==> src/rtl/wallace_pkg.sv <==
// Shared definitions for the Wallace-tree multiply-accumulate block:
// parameter defaults, the controller state type and the constant
// functions that size the carry-save reduction tree.
package wallace_pkg;

    localparam int DEFAULT_WIDTH       = 8;
    localparam int DEFAULT_ACC_WIDTH   = 24;
    localparam int DEFAULT_APPROX_COLS = 4;

    typedef enum logic {
        ACCUM = 1'b0,
        HOLD  = 1'b1
    } mac_state_t;

    // Rows left after one 3:2 compression stage on n rows.
    function automatic int next_rows(input int n);
        return (n <= 2) ? n : 2 * (n / 3) + (n % 3);
    endfunction

    // Row count entering stage s of a tree that starts with n rows.
    function automatic int rows_at_stage(input int n, input int s);
        int r;
        r = n;
        for (int k = 0; k < 32; k++) begin
            if (k < s) r = next_rows(r);
        end
        return r;
    endfunction

    // Number of compression stages needed to bring n rows down to two.
    function automatic int num_stages(input int n);
        int r;
        int s;
        r = n;
        s = 0;
        for (int k = 0; k < 32; k++) begin
            if (r > 2) begin
                r = next_rows(r);
                s++;
            end
        end
        return s;
    endfunction

endpackage

==> src/rtl/wallace_reduction.sv <==
// One-bit adder cells and the combinational Wallace reduction of the
// WIDTH x WIDTH partial-product matrix down to a sum row and a carry row.
module half_adder (
    input  logic a,
    input  logic b,
    output logic sum,
    output logic cout
);
    assign sum  = a ^ b;
    assign cout = a & b;
endmodule

module full_adder (
    input  logic a,
    input  logic b,
    input  logic cin,
    output logic sum,
    output logic cout
);
    assign sum  = a ^ b ^ cin;
    assign cout = (a & b) | (a & cin) | (b & cin);
endmodule

module wallace_reduction
    import wallace_pkg::*;
#(
    parameter int WIDTH       = DEFAULT_WIDTH,
    parameter int APPROX_COLS = DEFAULT_APPROX_COLS
) (
    input  logic [WIDTH-1:0]   a,
    input  logic [WIDTH-1:0]   b,
    input  logic               approx_en,
    output logic [2*WIDTH-1:0] sum,
    output logic [2*WIDTH-1:0] carry
);
    localparam int PW     = 2 * WIDTH;
    localparam int NUM_ST = num_stages(WIDTH);
    localparam logic [PW-1:0] KEEP_MASK = {PW{1'b1}} << APPROX_COLS;

    // Carries out of the top column are dropped: the true product always
    // fits in PW bits, so the row total is only needed modulo 2**PW.
    logic [PW-1:0] mask;
    logic [PW-1:0] rows [NUM_ST+1][WIDTH];

    assign mask = approx_en ? KEEP_MASK : {PW{1'b1}};

    for (genvar j = 0; j < WIDTH; j++) begin : g_pp
        assign rows[0][j] = (PW'(a & {WIDTH{b[j]}}) << j) & mask;
    end

    for (genvar s = 0; s < NUM_ST; s++) begin : g_stage
        localparam int N = rows_at_stage(WIDTH, s);
        localparam int G = N / 3;
        localparam int M = next_rows(N);

        for (genvar g = 0; g < G; g++) begin : g_fa
            logic [PW-1:0] fa_sum;
            logic [PW-1:0] fa_carry;
            logic          carry_unused;
            for (genvar k = 0; k < PW; k++) begin : g_bit
                full_adder u_fa (
                    .a   (rows[s][3*g][k]),
                    .b   (rows[s][3*g+1][k]),
                    .cin (rows[s][3*g+2][k]),
                    .sum (fa_sum[k]),
                    .cout(fa_carry[k])
                );
            end
            assign rows[s+1][2*g]   = fa_sum;
            assign rows[s+1][2*g+1] = {fa_carry[PW-2:0], 1'b0};
            assign carry_unused     = fa_carry[PW-1];
        end

        if (N % 3 == 1) begin : g_pass
            assign rows[s+1][2*G] = rows[s][3*G];
        end else if (N % 3 == 2) begin : g_ha
            logic [PW-1:0] ha_sum;
            logic [PW-1:0] ha_carry;
            logic          carry_unused;
            for (genvar k = 0; k < PW; k++) begin : g_bit
                half_adder u_ha (
                    .a   (rows[s][3*G][k]),
                    .b   (rows[s][3*G+1][k]),
                    .sum (ha_sum[k]),
                    .cout(ha_carry[k])
                );
            end
            assign rows[s+1][2*G]   = ha_sum;
            assign rows[s+1][2*G+1] = {ha_carry[PW-2:0], 1'b0};
            assign carry_unused     = ha_carry[PW-1];
        end

        for (genvar r = M; r < WIDTH; r++) begin : g_zero
            assign rows[s+1][r] = '0;
        end
    end

    assign sum   = rows[NUM_ST][0];
    assign carry = rows[NUM_ST][1];

endmodule

==> src/rtl/wallace_tree_mac.sv <==
// Three-stage unsigned multiply-accumulate: operand register, Wallace
// reduction register, then CPA plus saturating accumulator with a
// two-state controller that holds each dot-product result until taken.
module wallace_tree_mac
    import wallace_pkg::*;
#(
    parameter int WIDTH       = DEFAULT_WIDTH,
    parameter int ACC_WIDTH   = DEFAULT_ACC_WIDTH,
    parameter int APPROX_COLS = DEFAULT_APPROX_COLS
) (
    input  logic                 clk,
    input  logic                 rst,
    input  logic                 in_valid,
    output logic                 in_ready,
    input  logic [WIDTH-1:0]     in_a,
    input  logic [WIDTH-1:0]     in_b,
    input  logic                 in_last,
    input  logic                 approx_en,
    output logic                 out_valid,
    input  logic                 out_ready,
    output logic [ACC_WIDTH-1:0] out_acc,
    output logic                 out_ovf
);
    localparam int PW  = 2 * WIDTH;
    localparam int AW1 = ACC_WIDTH + 1;

    mac_state_t state;

    logic               accept;
    logic               s1_valid;
    logic               s1_last;
    logic               s1_approx;
    logic [WIDTH-1:0]   s1_a;
    logic [WIDTH-1:0]   s1_b;
    logic [PW-1:0]      red_sum;
    logic [PW-1:0]      red_carry;
    logic               s2_valid;
    logic               s2_last;
    logic [PW-1:0]      s2_sum;
    logic [PW-1:0]      s2_carry;
    logic [PW-1:0]      product;
    logic [AW1-1:0]     acc_sum;
    logic [ACC_WIDTH-1:0] acc;
    logic [ACC_WIDTH-1:0] acc_next;
    logic               acc_ovf;
    logic               ovf_next;

    // Once a last-tagged pair is in flight nothing from the next dot product
    // may enter, so the result and the fresh accumulator never mix.
    assign in_ready = (state == ACCUM) && !(s1_valid && s1_last) && !(s2_valid && s2_last);
    assign accept   = in_valid && in_ready;

    // Stage 1: capture the accepted operand pair with its tags.
    always_ff @(posedge clk) begin
        if (rst) begin
            s1_valid <= 1'b0;
        end else begin
            s1_valid <= accept;
            if (accept) begin
                s1_a      <= in_a;
                s1_b      <= in_b;
                s1_last   <= in_last;
                s1_approx <= approx_en;
            end
        end
    end

    wallace_reduction #(
        .WIDTH      (WIDTH),
        .APPROX_COLS(APPROX_COLS)
    ) u_reduction (
        .a        (s1_a),
        .b        (s1_b),
        .approx_en(s1_approx),
        .sum      (red_sum),
        .carry    (red_carry)
    );

    // Stage 2: register the reduced sum and carry rows.
    always_ff @(posedge clk) begin
        if (rst) begin
            s2_valid <= 1'b0;
        end else begin
            s2_valid <= s1_valid;
            if (s1_valid) begin
                s2_sum   <= red_sum;
                s2_carry <= red_carry;
                s2_last  <= s1_last;
            end
        end
    end

    // Stage 3 datapath: final carry-propagate add and saturating accumulate.
    always_comb begin
        product  = s2_sum + s2_carry;
        acc_sum  = {1'b0, acc} + AW1'(product);
        acc_next = acc_sum[ACC_WIDTH-1:0];
        ovf_next = acc_ovf;
        if (acc_sum[ACC_WIDTH]) begin
            acc_next = {ACC_WIDTH{1'b1}};
            ovf_next = 1'b1;
        end
    end

    // Controller: accumulate pairs leaving stage 2, then hold the result.
    always_ff @(posedge clk) begin
        if (rst) begin
            state     <= ACCUM;
            acc       <= '0;
            acc_ovf   <= 1'b0;
            out_valid <= 1'b0;
            out_acc   <= '0;
            out_ovf   <= 1'b0;
        end else begin
            case (state)
                ACCUM: begin
                    if (s2_valid) begin
                        acc     <= acc_next;
                        acc_ovf <= ovf_next;
                        if (s2_last) begin
                            out_acc   <= acc_next;
                            out_ovf   <= ovf_next;
                            out_valid <= 1'b1;
                            state     <= HOLD;
                        end
                    end
                end
                HOLD: begin
                    if (out_ready) begin
                        out_valid <= 1'b0;
                        acc       <= '0;
                        acc_ovf   <= 1'b0;
                        state     <= ACCUM;
                    end
                end
            endcase
        end
    end

endmodule

==> config.mk <==
export PLATFORM = sky130hd
export DESIGN_NAME = wallace_tree_mac
export DESIGN_NICKNAME = d
export VERILOG_FILES = /design/src/rtl/wallace_pkg.sv /design/src/rtl/wallace_reduction.sv /design/src/rtl/wallace_tree_mac.sv
export SDC_FILE = /design/constraint.sdc
export NUM_CORES = 1
export LEC_CHECK = 0
export ABC_AREA = 1
export CORE_ASPECT_RATIO = 0.7
export CORE_MARGIN = 2
export CORE_UTILIZATION = 60
export DETAILED_ROUTE_END_ITERATION = 7
export PLACE_DENSITY = 0.78
export SYNTH_ARGS = -nofsm -noshare
export SYNTH_HDL_FRONTEND = slang
export SYNTH_HIERARCHICAL = 1
export SYNTH_SLANG_ARGS = --single-unit
==> constraint.sdc <==
create_clock -name clk -period 5.93 [get_ports clk]
set_clock_uncertainty 0.2 [all_clocks]
set_input_delay 1.186 -clock clk [delete_from_list [all_inputs] [get_ports clk]]
set_output_delay 1.186 -clock clk [all_outputs]
set_load 0.005 [all_outputs]
==> flow_metrics.py <==
metrics = {
    "global_routing": {
        "grt_pass1_vias": 6161,
        "antenna_found_initial": 0,
        "overflow": 0,
        "grt_use_total_pct": 24.1,
        "grt_pass1_wl_mm": 29.9,
        "grt_start_max_net_pins": 49,
    },
    "floorplanning": {
        "dieArea_mm2": 0.0158,
        "dieHeight_um": 106,
        "die_width_um": 149,
        "start_util_pct": 60.8,
        "ios": 49,
        "core_mm2": 0.0146,
        "rows": 37,
    },
    "drt": {
        "vias": 6435,
        "drc": 0,
        "wl_per_cell_um": 13.6,
        "drt-vias-per-instance": 4.93,
        "dr.pass1.iters": 6,
        "drt_wl_total_mm": 17.7,
        "antenna_left": 0,
        "drt_iter0_drc": 542,
    },
    "cts": {
        "cts_tree": "yes",
        "htree_num_levels": 3,
        "clock_latency_ns": 0.36,
        "post_cts_resized": 0,
        "post_cts_buffers": 0,
        "holdBufCountCts": 0,
        "numCtsBuffers": 9,
        "cts.sinks": 105,
        "cts-root-buf": "clkbuf_16",
        "clk_pin_slew_ns": 0.08,
        "clock_path_buffers": 2,
    },
    "pwr": {
        "p_total_uw": 2550,
        "power_density_mw_per_mm2": 262,
        "max-vdd-ir-drop_uv": 171,
        "p_leak_uw": 0.00496,
    },
    "placed_design": {
        "placedCellCount": 1288,
        "post-dp-hpwl_mm": 14.0,
        "port_buffers": 48,
        "globalplace.congestion": 1.00,
    },
    "outcome": {
        "status": "finished clean",
    },
    "synth": {
        "synth.area.top_cells": "fa_1 22%, edfxtp_1 17%, dfxtp_1 12%",
        "synth_top_area_share_pct": 22.1,
        "synth-seq-cells": 105,
        "postSynthAreaPerCell_um2": 8.57,
        "synthArstFlopShare_pct": 0,
        "yosysWarnings": 6,
        "ys_types": 39,
        "synth_area_mm2": 0.00887,
        "synth_edf_count": 51,
        "ys.flop_type": "dfxtp_1",
        "netlist_instances": 1035,
        "ys_seq_area_share_pct": 29.4,
        "yosysTopAreaCell": "fa_1",
    },
    "critical_path": {
        "end_kind": "register",
        "required_ns": 5.99,
        "reg2reg_slack_ns": 1.79,
        "cp_cell_sequence": "ha_1, inv_1, fa_1, nor3_1, nor2_1, o21ai_0, a21oi_1, xnor2_1, ha_1, nand2_2, inv_1, nand2_1, nand2_2, nand2_1, nand3_1, nand2_1, nand2_2, inv_2, nand2_1, o21ai_0, inv_1",
        "worstReg2RegEnd": "out_ovf",
        "slowest_delay_ns": 0.44,
        "r2r_cells": 21,
        "cp-startpoint": "s2_sum[0]",
        "endpoint": "out_ovf",
        "crit_top_cell": "nand2_1",
        "arrival_ns": 4.20,
        "r2r_start": "s2_sum[0]",
        "start_kind": "register",
        "path_max_fanout": 21,
        "slowest_stage": "fa_1",
        "path_class": "reg -> reg",
    },
    "final_layout": {
        "fin_nets": 1273,
        "utilization_pct": 66.8,
        "drive_above_1_share_pct": 6.40,
        "diodes": 0,
        "fin_cells": 1304,
        "final_common_cell": "nand2_1",
        "syn_to_final_growth_pct": 9.86,
        "final_cell_mix": "266 x nand2_1, 154 x inv_1, 98 x fa_1, 90 x nor2_1, 71 x conb_1",
    },
    "sta": {
        "drv_slew": 0,
        "min_period_ns": 4.14,
        "hold_viol_final": 0,
        "finalCritPeriodShare_pct": 69.8,
        "max_freq_mhz": 241,
        "rsz0062_at_grt": "no",
        "whs_ns": 0.272,
        "slew_headroom_pct": 27.0,
        "setup_viol": 0,
        "tns_ns": 0,
        "worst_pin_slew_ns": 1.09,
    },
    "flow_run": {
        "max-cap-violations": 0,
    },
    "worst_hold_path": {
        "hold_path.class": "reg -> reg",
    },
}
-- cells by family (layout without fill, tap and decap cells) --
| family | after synthesis | after routing | synth area share, % |
|---|---|---|---|
| compound gates | 91 | 91 | 5.57 |
| xor+xnor | 23 | 23 | 2.27 |
| fa+ha+maj | 147 | 147 | 29.0 |
| buf+inv | 219 | 223 | 11.9 |
| flops | 105 | 105 | 29.4 |
| other cells | 1 | 71 | 0.0423 |
| simple gates | 449 | 449 | 21.8 |
-- state kept, by name, summed over array words and instances (netlist names) --
signal     count
acc           24
acc_ovf        1
out_acc       24
out_ovf        1
out_valid      1
s1_a           8
s1_approx      1
s1_b           8
s1_last        1
s1_valid       1
s2_carry      16
s2_last        1
s2_sum        16
s2_valid       1
state          1
-- stage by stage --
stage                     cell area [µm²]  setup WS [ns]
after global placement               9420           2.08
after global routing                 9750           1.47
after detailed placement             9420           1.88
final                                9750           1.79
after floorplan                      9140           2.24
after CTS                            9750           1.85
-- metal layers --
layer | wire length [µm] | GRT usage (%) | vias to the layer above
li1 | - | - | 3232
met1 | 8810 | 37.3 | 3030
met2 | 7810 | 36.2 | 161
met3 | 937 | 3.77 | 12
met4 | 151 | 4.69 | 0
met5 | 0 | 0 | -
-- area by class of cell --
class                   count  area, µm²
multi-input cells         781       5470
fillers                  1251       4840
clock buffers              11        264
well taps                 195        244
clock inverters             5       66.3
inverters                 155        582
repair buffers             52        505
flip-flops and latches    105       2610
-- how the worst min path moves through the flow --
stage | to | startpoint | cells past startpoint | slack [ns]
final | acc[6] | acc[6] | 2 | 0.27
after global routing | s2_last | s1_last | 0 | 0.30
after CTS | s2_valid | s1_valid | 2 | 0.28
after detailed placement | s2_last | s1_last | 0 | 0.26
after global placement | s2_last | s1_last | 0 | 0.25
after floorplan | s2_valid | s1_valid | 2 | 0.23
-- critical path: cells and delay by family (launching register included) --
family | cells | cell delay, ns
AO/OA/AOI/OAI | 3 | 0.65
AND/OR/NAND/NOR | 10 | 1.18
buffers and inverters | 4 | 0.58
flip-flops | 1 | 0.34
adder cells (fa/ha/maj) | 3 | 0.95
XOR/XNOR | 1 | 0.15
-- synth_stat cells (all sizes together), types with 8 or more instances --
master / number
ha: 49
inv: 155
nor2: 104
nand2: 277
nand3: 47
a21oi: 49
fa: 98
dfxtp: 54
xnor2: 13
edfxtp: 51
clkbuf: 8
buf: 56
o21ai: 35
xor2: 10
-- where the power goes --
| part | internal, µW | switching [µW] |
|---|---|---|
| logic | 416 | 595 |
| clock network | 371 | 285 |
| registers | 855 | 32.2 |
No activity file was read; power rests on OpenSTA's default activity.
